### src/rtl/baud_tick_gen.sv
// Fractional baud-rate tick generator: oversample, mid-bit and bit-end
// strobes derived from one integer+fraction divisor and an oversample ratio.
module baud_tick_gen #(
    parameter int DIV_W  = 16,
    parameter int FRAC_W = 4,
    parameter int OSR_W  = 5
) (
    input  logic              clk,
    input  logic              reset_n,
    input  logic              enable,
    input  logic              resync,
    input  logic [DIV_W-1:0]  div_int,
    input  logic [FRAC_W-1:0] div_frac,
    input  logic [OSR_W-1:0]  osr,
    output logic              os_tick,
    output logic              mid_tick,
    output logic              bit_tick,
    output logic              cfg_err
);

    logic [DIV_W:0]   presc_q, presc_d;
    logic [FRAC_W-1:0] acc_q, acc_d;
    logic             stretch_q, stretch_d;
    logic [OSR_W-1:0] os_cnt_q, os_cnt_d;
    logic             os_q, os_d;
    logic             mid_q, mid_d;
    logic             bit_q, bit_d;
    logic             err_q, err_d;

    logic             div_zero;
    logic [DIV_W:0]   terminal;
    logic [FRAC_W:0]  acc_sum;
    logic             wrap;

    assign div_zero = (div_int == '0);

    // A carry out of the fraction stretches the following period by one clock.
    assign terminal = {1'b0, div_int} - (DIV_W+1)'(1)
                    + (DIV_W+1)'(stretch_q);
    assign acc_sum  = {1'b0, acc_q} + {1'b0, div_frac};

    // >= lets a shrunk divisor wrap at once instead of counting past it.
    assign wrap = (presc_q >= terminal);

    always_comb begin
        presc_d   = presc_q;
        acc_d     = acc_q;
        stretch_d = stretch_q;
        os_cnt_d  = os_cnt_q;
        os_d      = 1'b0;
        mid_d     = 1'b0;
        bit_d     = 1'b0;
        err_d     = div_zero;

        if (div_zero || resync) begin
            presc_d   = '0;
            acc_d     = '0;
            stretch_d = 1'b0;
            os_cnt_d  = '0;
        end else if (enable) begin
            if (wrap) begin
                presc_d   = '0;
                os_d      = 1'b1;
                acc_d     = acc_sum[FRAC_W-1:0];
                stretch_d = acc_sum[FRAC_W];
                mid_d     = (os_cnt_q == (osr >> 1));
                if (os_cnt_q >= osr) begin
                    os_cnt_d = '0;
                    bit_d    = 1'b1;
                end else begin
                    os_cnt_d = os_cnt_q + OSR_W'(1);
                end
            end else begin
                presc_d = presc_q + (DIV_W+1)'(1);
            end
        end
    end

    always_ff @(posedge clk or negedge reset_n) begin
        if (!reset_n) begin
            presc_q   <= '0;
            acc_q     <= '0;
            stretch_q <= 1'b0;
            os_cnt_q  <= '0;
            os_q      <= 1'b0;
            mid_q     <= 1'b0;
            bit_q     <= 1'b0;
            err_q     <= 1'b0;
        end else begin
            presc_q   <= presc_d;
            acc_q     <= acc_d;
            stretch_q <= stretch_d;
            os_cnt_q  <= os_cnt_d;
            os_q      <= os_d;
            mid_q     <= mid_d;
            bit_q     <= bit_d;
            err_q     <= err_d;
        end
    end

    assign os_tick  = os_q;
    assign mid_tick = mid_q;
    assign bit_tick = bit_q;
    assign cfg_err  = err_q;

endmodule

### config.mk
export PLATFORM = sky130hd
export DESIGN_NAME = baud_tick_gen
export DESIGN_NICKNAME = d
export VERILOG_FILES = /design/src/rtl/baud_tick_gen.sv
export SDC_FILE = /design/constraint.sdc
export NUM_CORES = 1
export LEC_CHECK = 0
export CAP_MARGIN = 20
export CORE_MARGIN = 3
export CORE_UTILIZATION = 48
export DETAILED_ROUTE_END_ITERATION = 10
export GPL_ROUTABILITY_DRIVEN = 0
export HOLD_SLACK_MARGIN = 0.08
export PLACE_DENSITY = 0.75
export SYNTH_ARGS = -nofsm -noshare
export SYNTH_HDL_FRONTEND = slang
export SYNTH_SLANG_ARGS = --single-unit
export TNS_END_PERCENT = 1
### constraint.sdc
create_clock -name clk -period 2.9 [get_ports clk]
set_clock_uncertainty 0.2 [all_clocks]
set_input_delay 0.29 -clock clk [delete_from_list [all_inputs] [get_ports clk]]
set_output_delay 0.29 -clock clk [all_outputs]
set_load 0.02 [all_outputs]
# --- Yosys cells after proc, flatten, opt, wreduce, memory -nomap -nowiden ---
# Index checks and enable logic that the tools add are counted.
totals:
  reg_bits: 31
  latchBits: 0
  mem_bits_rw: 0
  romBits: 0
  inputBits: 29
  output_inout_bits: 4
  wordCells: 44
  memories: 0
op_classes:
  addsub: 5
  mul: 0
  div_mod_pow: 0
  magnitude_cmp: 2
  n_eq_ne: 1
  shifts: 0
  n_mux: 23
  bitwise_logic: 0
  n_reduce_logical: 5
op_table:
  columns: ["op", "count"]
  rows:
  - ["$mux 17", 3]
  - ["$mux 5", 4]
  - ["$add 17x1->17", 1]
  - ["$add 17x1->17 const B", 1]
  - ["$ge 17x17->1", 1]
  - ["$sub 16x1->17 const B", 1]
  - ["$logic_not 16->1", 1]
  - ["$mux 1", 13]
  - ["$mux 4", 3]
  - ["$add 4x4->5", 1]
  - ["$add 5x1->5 const B", 1]
  - ["$eq 5x4->1", 1]
  - ["$ge 5x5->1", 1]
  - ["$reduce_bool 2->1", 2]
  - ["$reduce_and 2->1", 1]
  - ["$logic_or 1x1->1", 1]

# --- Logic depth before layout (Yosys ltp) ---
# Gate-level depths: netlist (run 1).
logic_depth:
  ltp_word: 6
  depth_mapped: 15
  ltp_nobuf: 13

# --- Worst setup path before layout (run 1) ---
# OpenSTA, ideal clock, no wires.
synth_path:
  kind: "input port to flip-flop"
  startpoint: "in div_int[4]"
  endpoint: "reg os_cnt_q[3]"
  setup_ps: 73
  arrival_time_ps: 3095
  t_required_ps: 2627
  path_slack_ps: -468
  path_stages: 14
  path_buffers: 2
  cell_sequence: "or4_1 nor3_2 and3_1 nand2_1 xor2_1 ha_1 a211oi_2 nor2_1 a2111o_1 a21oi_1 buf_6 buf_4 o21ai_0 a21oi_2"
synth_between:
  elab_chain_len: 5
  word_cells_on_any_way: 9
  classes_between: "add/sub: 2; order compare: 1; mux: 1; reduce/logical: 5"
synth_lines:
  columns: ["element", "line_no", "rtl"]
  rows:
  - ["from (decl)", "12", "input logic [DIV_W-1:0] div_int,"]
  - ["$sub 16x1->17", "38", "assign terminal = {1'b0, div_int} - (DIV_W+1)'(1)"]
  - ["$add 17x1->17", "39", "+ (DIV_W+1)'(stretch_q);"]
  - ["$ge 17x17->1", "43", "assign wrap = (presc_q >= terminal);"]
  - ["$reduce_bool 2->1 (no line)", null, null]
  - ["$reduce_and 2->1 (no line)", null, null]
  - ["to (signal assigned)", "93", "os_cnt_q <= os_cnt_d;"]
  - ["to (decl)", "24", "logic [OSR_W-1:0] os_cnt_q, os_cnt_d;"]
# Several ways; a longest one is shown, not always the timed one.
# A chain may end at the register's enable or synchronous reset.

# --- Worst setup path in the final report (run 1) ---
layout_path:
  startpoint: "in div_int[3]"
  endpoint: "reg os_cnt_q[3]"
# The elaborated chain is that of the path after synthesis.

==> impl_metrics.sql, run 1 <==
INSERT INTO impl_metrics (metric_group, metric, value, unit) VALUES
('timing', 'postLayoutSetupSlackWorst', '-0.439', 'ns'),
('critical_path', 'crit_path_cell_chain', 'buf_6 -> or4_4 -> nor3_4 -> nand4_1 -> nor4_2 -> xnor2_1 -> ha_1 -> nand4_4 -> a211oi_2 -> a2111o_1 -> a21oi_2 -> buf_6 -> or4b_4 -> a21oi_2', ''),
('yosys', 'netlist.top_cell.by_area', 'dfrtp_1', ''),
('timing', 'timing.final.hold_violations', '0', ''),
('timing', 'timing_worst_slew_pin_value', '0.504', 'ns'),
('run_status', 'violations', 'setup timing', ''),
('yosys', 'synth_top_area_share', '0.300', ''),
('yosys', 'post_synth_fa_ha_maj_area_fraction', '0.153', ''),
('timing', 'holdWs', '0.205', 'ns'),
('floorplanning', 'design.core.area', '0.00517', 'mm²'),
('yosys', 'main_flop_type_after_synthesis', 'dfrtp_1', ''),
('flow_run', 'max_cap_violations', '0', ''),
('global_route', 'first_global_vias', '2381', ''),
('clocking', 'cts_num_sinks', '31', ''),
('yosys', 'synth-edff-count', '0', ''),
('pwr', 'irDropWorstVdd', '0.000272', 'V'),
('route', 'vias_per_cell', '5.86', ''),
('clocking', 'clockBufferDepth', '2', ''),
('critical_path', 'worstPathBufferInverterCount', '2', ''),
('route', 'first_pass_iters', '5', ''),
('timing', 'grt_setup_unrepaired', 'true', ''),
('route', 'antenna_violating_nets_post_route', '0', ''),
('critical_path', 'timing.critical_path.required', '2.92', 'ns'),
('critical_path', 'r2r_path_start', 'stretch_q$_DFFE_PN0P_', ''),
('route', 'drt_drc_violations_left', '0', ''),
('critical_path', 'crit_path_start', 'div_int[3]', ''),
('floorplanning', 'num_rows', '26', ''),
('clocking', 'cts-buffers-inserted', '5', ''),
('route', 'postRouteWirelength', '6.57', 'mm'),
('critical_path', 'worst_path_dominant_cell_family', 'simple AND/OR/NAND/NOR gates', ''),
('yosys', 'postSynthRegisterBits', '31', ''),
('global_route', 'maximum_number_of_pins_on_one_net_before_global_route_repair', '32', ''),
('finish', 'ratio_of_cells_with_drive_above_1_in_the_final_layout', '0.242', ''),
('clocking', 'hold_buffers', '0', ''),
('route', 'first_drt_iteration_drcs', '211', ''),
('critical_path', 'critPathMaxStageDelay', '0.55', 'ns'),
('clocking', 'cts.reportedPaths.clkPinSlew', '0.07', 'ns'),
('clocking', 'clkLatencyLatePin', '0.28', 'ns'),
('timing', 'relSlewSlack', '0.664', ''),
('yosys', 'synth_top_cells_by_count', 'dfrtp_1, ha_1, nand3_1', ''),
('route', 'route.detailed.wl_per_inst', '15.5', 'µm'),
('yosys', 'synthSimpleGateAreaFrac', '0.220', ''),
('critical_path', 'timing.reg2reg.setup_slack', '-0.39', 'ns'),
('yosys', 'synth_top_family_by_area', 'simple AND/OR/NAND/NOR gates', ''),
('global_route', 'grt_util_all_layers', '0.217', ''),
('run_status', 'run_status', 'finished, violations left', ''),
('timing', 'final_min_period_over_clock_period', '1.15', ''),
('pwr', 'power_leakage', '1.57', 'nW'),
('global_route', 'overflow', '0', ''),
('placed_design', 'placement.cell_area', '0.00324', 'mm²'),
('yosys', 'post_synth_num_cell_types', '54', ''),
('yosys', 'area_fraction_in_compound_gates_after_synthesis', '0.197', ''),
('route', 'route.vias.total', '2492', ''),
('critical_path', 'worstSetupPathType', 'input port to flip-flop', ''),
('global_route', 'antenna_found_initial', '0', ''),
('timing', 'setup_violations', '30', ''),
('finish', 'fin_area', '0.00348', 'mm²'),
('timing', 'maxSlewViolCount', '0', ''),
('yosys', 'syn_avg_cell_area', '9.10', 'µm²'),
('critical_path', 'setup.worst_path.start_class', 'input port', ''),
('hold_path', 'min-delay-path-class', 'input port to asynchronous set/reset pin', ''),
('clocking', 'htree_num_levels', '2', ''),
('yosys', 'synth_fp_nets', '344', ''),
('yosys', 'netlist_top_cells_area', 'dfrtp_1, ha_1, xnor2_1', ''),
('global_route', 'grt_first_pass_wirelength', '10.9', 'mm'),
('floorplanning', 'chipWidth', '79.4', 'µm'),
('placed_design', 'numPortBuffers', '32', ''),
('floorplanning', 'die-height', '79.4', 'µm'),
('critical_path', 'worst-endpoint-arrival', '3.35', 'ns'),
('critical_path', 'crit_fanout', '8', ''),
('timing', 'timing.final.crit_period', '3.34', 'ns');
[layout by cell type, fill, tap and decap left out, types with 2 or more instances in the layout]
cell type        synthesis  final
nor4_1                   6      4
inv_1                   15     15
a21oi_2                  1      3
clkdlybuf4s50_1          0     25
a211oi_2                 2      5
nand4_1                  6      6
a22o_1                   5      5
buf_6                    2      3
mux2i_1                  2      2
clkbuf_8                 0      7
and3_1                   8      7
a31o_2                   3      3
ha_1                    30     29
o21ai_0                 12     11
buf_4                    2     37
and4_1                   2      2
nand3_2                  0      2
o41ai_2                  2      2
o21a_1                   2      2
nand3_1                 20     18
xnor2_1                 16     16
a21o_1                   6      5
o31a_1                   2      2
dlygate4sd2_1            0      3
a21oi_1                 17     15
dfrtp_1                 31     31
nor3_4                   0      2
nor2_1                  16     16
a31oi_1                  2      2
nand2b_1                 2      2
nand2_1                 17     17
a32oi_1                  2      2
o21ai_1                  3      4
nor3_1                   7      4
nor4_2                   3      4
nor3_2                   2      3
xor2_1                   7      7
o31ai_2                  0      2
buf_2                    2      2
[area by class of cell]
type	instances	area, µm²
multi-input combinational	229	1840
fill	402	1690
sequential	31	776
timing repair buffer	72	628
clock buffer	8	100
tap	70	87.6
inverter	15	56.3
[flip-flops by register name (all words and copies together), names as in the netlist]
signal	flops
bit_tick	1
os_tick	1
presc_q	17
os_cnt_q	5
stretch_q	1
cfg_err	1
mid_tick	1
acc_q	4
[cells by family (layout without fill, tap and decap cells)]
family	after synthesis	count (layout)
buf+inv	24	95
simple gates	101	101
flops	31	31
fa+ha+maj	31	31
mux	2	2
compound gates	72	72
xor+xnor	23	23
[metal layers]
| metal | global-route usage | vias to the layer above | share of wire |
|---|---|---|---|
| met1 | 0.285 | 1208 | 0.44 |
| met4 | 0.0498 | 0 | 0.0070 |
| met5 | 0 | - | 0 |
| met3 | 0.0431 | 6 | 0.055 |
| met2 | 0.369 | 79 | 0.50 |
| li1 | - | 1199 | - |
[repair_timing]
action	4_1_cts	5_1_grt
pin swaps	27	2
buffers inserted	5	0
gates resized for setup	32	9
setup endpoints to repair	30	30
[final timing paths]
| path | end | cells past startpoint |
|---|---|---|
| max | os_cnt_q[3]$_DFFE_PN0P_ | 14 |
| min | presc_q[9]$_DFFE_PN0P_ | 2 |
| max reg2reg | os_cnt_q[3]$_DFFE_PN0P_ | 14 |
| min reg2reg | presc_q[0]$_DFFE_PN0P_ | 1 |
| max in group asynchronous | acc_q[2]$_DFFE_PN0P_ | 2 |
| min in group clk | presc_q[0]$_DFFE_PN0P_ | 1 |
[report_power, final]
part           switching [mW]  internal, mW  leakage, nW
Clock                   0.167         0.217       0.0515
Combinational           0.103         0.103         1.08
Sequential            0.00799         0.437        0.431
Total                   0.278         0.756         1.57
[through the flow]
| step | setup WS, ns | std cells | TNS (ns) | utilization | power, mW |
|---|---|---|---|---|---|
| final | -0.439 | 425 | -10.05 | 0.673 | 1.03 |
| after global routing | -0.592 | 425 | -14.70 | 0.673 | 1.08 |
| after global placement | -1.10 | 412 | -31.03 | 0.627 | 0.642 |
| after CTS | -0.445 | 425 | -10.81 | 0.664 | 1.03 |
| after floorplan | -0.451 | 284 | -10.12 | - | 0.536 |
| after detailed placement | -1.20 | 412 | -33.26 | 0.627 | 0.648 |
No activity file was read; power rests on OpenSTA's default activity.
==> run 2, diff against run 1 <==
Settings changed: CORE_UTILIZATION 48 to 40, PLACE_DENSITY 0.75 to 0.63, SKIP_CTS_REPAIR_TIMING from default to 1.
Clock period 2.9 ns to 3.1 ns, I/O delays scaled along.
==> impl_metrics.sql, run 2 (synthesized netlist as in run 1, its figures left out) <==
INSERT INTO impl_metrics (metric_group, metric, value, unit) VALUES
('critical_path', 'timing.critical_path.required', '3.08', 'ns'),
('pwr', 'netSwitchingPower', '0.251', 'mW'),
('finish', 'ratio_of_cells_with_drive_above_1_in_the_final_layout', '0.228', ''),
('route', 'route.detailed.wl_per_inst', '14.7', 'µm'),
('pwr', 'power_switching_share', '0.263', ''),
('critical_path', 'critical_path.slowest_cell', 'or4_4', ''),
('pwr', 'clock_power_share', '0.372', ''),
('route', 'first_drt_iteration_drcs', '101', ''),
('pwr', 'fin_total_pwr', '0.955', 'mW'),
('timing', 'max_freq', '0.290', 'GHz'),
('critical_path', 'worstSetupPathType', 'input port to flip-flop', ''),
('global_route', 'grt_first_pass_wirelength', '10.6', 'mm'),
('timing', 'holdWs', '0.209', 'ns'),
('global_route', 'overflow', '0', ''),
('global_route', 'first_global_vias', '2244', ''),
('timing', 'setup_violations', '30', ''),
('pwr', 'irDropWorstVdd', '0.000175', 'V'),
('timing', 'relSlewSlack', '0.688', ''),
('timing', 'grt_setup_unrepaired', 'true', ''),
('pwr', 'internal_power', '0.704', 'mW'),
('finish', 'largest_register_ff_count', '17', ''),
('flow_run', 'max_cap_violations', '0', ''),
('run_status', 'violations', 'setup timing', ''),
('critical_path', 'crit_path_cell_chain', 'buf_6 -> or4_4 -> nor3_4 -> nand4_1 -> nor4_2 -> xnor2_1 -> ha_1 -> nand4_4 -> inv_2 -> a2111o_1 -> a21oi_4 -> buf_6 -> nand2_4 -> o41ai_2', ''),
('route', 'vias_per_cell', '5.55', ''),
('placed_design', 'numPortBuffers', '32', ''),
('floorplanning', 'initial_core_util', '0.424', ''),
('clocking', 'htree_num_levels', '2', ''),
('finish', 'fin_area', '0.00345', 'mm²'),
('pwr', 'power_leakage', '1.59', 'nW'),
('run_status', 'run_status', 'finished, violations left', ''),
('critical_path', 'setup.worst_path.start_class', 'input port', ''),
('route', 'antenna_violating_nets_post_route', '0', ''),
('hold_path', 'min-delay-path-class', 'input port to asynchronous set/reset pin', ''),
('critical_path', 'worst-path-stages', '14', ''),
('critical_path', 'worst_path_dominant_cell_family', 'simple AND/OR/NAND/NOR gates', ''),
('clocking', 'cts.reportedPaths.clkPinSlew', '0.07', 'ns'),
('critical_path', 'worst-endpoint-arrival', '3.43', 'ns'),
('clocking', 'clockBufferDepth', '2', ''),
('timing', 'final_min_period_over_clock_period', '1.11', ''),
('finish', 'n_antenna_cell', '0', ''),
('floorplanning', 'die-height', '86.4', 'µm'),
('critical_path', 'crit_fanout', '4', ''),
('finish', 'leading_cell_type_in_the_layout_fill_and_taps_excluded', 'buf_4', ''),
('timing', 'timing_worst_slew_pin_value', '0.468', 'ns'),
('clocking', 'cts_num_sinks', '31', ''),
('timing', 'maxSlewViolCount', '0', ''),
('global_route', 'maximum_number_of_pins_on_one_net_before_global_route_repair', '32', ''),
('critical_path', 'worst_r2r_path_depth', '14', ''),
('floorplanning', 'dieArea', '0.00746', 'mm²'),
('floorplanning', 'design.core.area', '0.00610', 'mm²'),
('critical_path', 'path_common_cell', 'buf_6', ''),
('timing', 'timing.final.hold_violations', '0', ''),
('pwr', 'powerDensity', '277', 'mW/mm²'),
('critical_path', 'worstPathBufferInverterCount', '3', ''),
('global_route', 'antenna_found_initial', '0', ''),
('critical_path', 'worstSetupEndpointType', 'flip-flop', ''),
('critical_path', 'critPathMaxStageDelay', '0.55', 'ns'),
('timing', 'postLayoutSetupSlackWorst', '-0.351', 'ns'),
('global_route', 'grt_util_all_layers', '0.178', ''),
('finish', 'mostFrequentLayoutCells', 'buf_4, dfrtp_1, ha_1', ''),
('finish', 'largest-register', 'presc_q', ''),
('floorplanning', 'num_rows', '28', ''),
('timing', 'timing.final.crit_period', '3.45', 'ns'),
('placed_design', 'placement.cell_area', '0.00325', 'mm²'),
('placed_design', 'detailedPlacementHpwl', '4.93', 'mm'),
('finish', 'nNetsFinal', '415', ''),
('floorplanning', 'io_pins', '33', ''),
('finish', 'n_fill_cell', '560', ''),
('finish', 'area_growth_syn_to_layout', '33.4', '%'),
('clocking', 'tritoncts_clock_tree', 'built', ''),
('clocking', 'clkLatencyLatePin', '0.29', 'ns'),
('finish', 'reg.largest.list', 'presc_q (17), os_cnt_q (5), acc_q (4)', ''),
('finish', 'area.sequential', '776', 'µm²'),
('route', 'drt_drc_violations_left', '0', ''),
('route', 'first_pass_iters', '4', ''),
('critical_path', 'timing.reg2reg.setup_slack', '-0.26', 'ns'),
('clocking', 'cts-buffers-inserted', '5', ''),
('route', 'postRouteWirelength', '6.32', 'mm'),
('finish', 'multi_input_comb_area', '0.00179', 'mm²'),
('floorplanning', 'chipWidth', '86.4', 'µm'),
('placed_design', 'pre_cts_setup_slack', '-1.01', 'ns'),
('pwr', 'combPwrFrac', '0.193', ''),
('clocking', 'clockRootBuffer', 'clkbuf_8', ''),
('pwr', 'share_seq_of_total_power', '0.435', ''),
('route', 'route.vias.total', '2392', '');
==> run 2: area by class of cell <==
class | instances | share of cell area
Clock buffer | 8 | 0.0290
Inverter | 15 | 0.0163
Multi-Input combinational cell | 229 | 0.518
Sequential cell | 31 | 0.225
Tap cell | 75 | 0.0272
Timing Repair Buffer | 73 | 0.184
==> run 2: path summary, 6_finish.rpt <==
check                                   startpoint                      end
max                                     div_int[3]  presc_q[12]$_DFFE_PN0P_
min                                        reset_n       mid_tick$_DFF_PN0_
max reg2reg                  stretch_q$_DFFE_PN0P_  presc_q[12]$_DFFE_PN0P_
min reg2reg                os_cnt_q[4]$_DFFE_PN0P_       mid_tick$_DFF_PN0_
max in group asynchronous                  reset_n   presc_q[5]$_DFFE_PN0P_
min in group clk                        div_int[0]        cfg_err$_DFF_PN0_
==> run 2: stage by stage <==
step	utilization	setup TNS, ns	std cells
final	0.565	-8.12	431
after global routing	0.565	-13.89	431
after CTS	0.550	-19.19	427
after detailed placement	0.534	-27.81	419
after global placement	0.534	-26.40	419
after floorplan	-	-4.72	284
==> run 2: power by group through the flow <==
stage | clock network [mW] | registers (mW) | logic (mW)
floorplan | 0 | 0.421 | 0.0808
global placement | 0 | 0.424 | 0.178
detailed placement | 0 | 0.423 | 0.181
CTS | 0.364 | 0.416 | 0.181
global route | 0.375 | 0.417 | 0.207
finish | 0.355 | 0.416 | 0.184
==> run 2: worst reg2reg max path: cells and delay by family (launching register included) <==
kind / cells / cell delay, ns
buf+inv: 4 / 0.38
fa+ha+maj: 2 / 0.52
simple gates: 4 / 0.71
xor+xnor: 1 / 0.12
flops: 1 / 0.40
compound gates: 3 / 0.95
==> run 2: metal layers <==
metal | vias to the layer above | global-route usage | part of all wire
li1 | 1202 | - | -
met1 | 1129 | 0.252 | 0.48
met2 | 47 | 0.277 | 0.47
met3 | 14 | 0.0342 | 0.039
met4 | 0 | 0.0467 | 0.016
met5 | - | 0 | 0
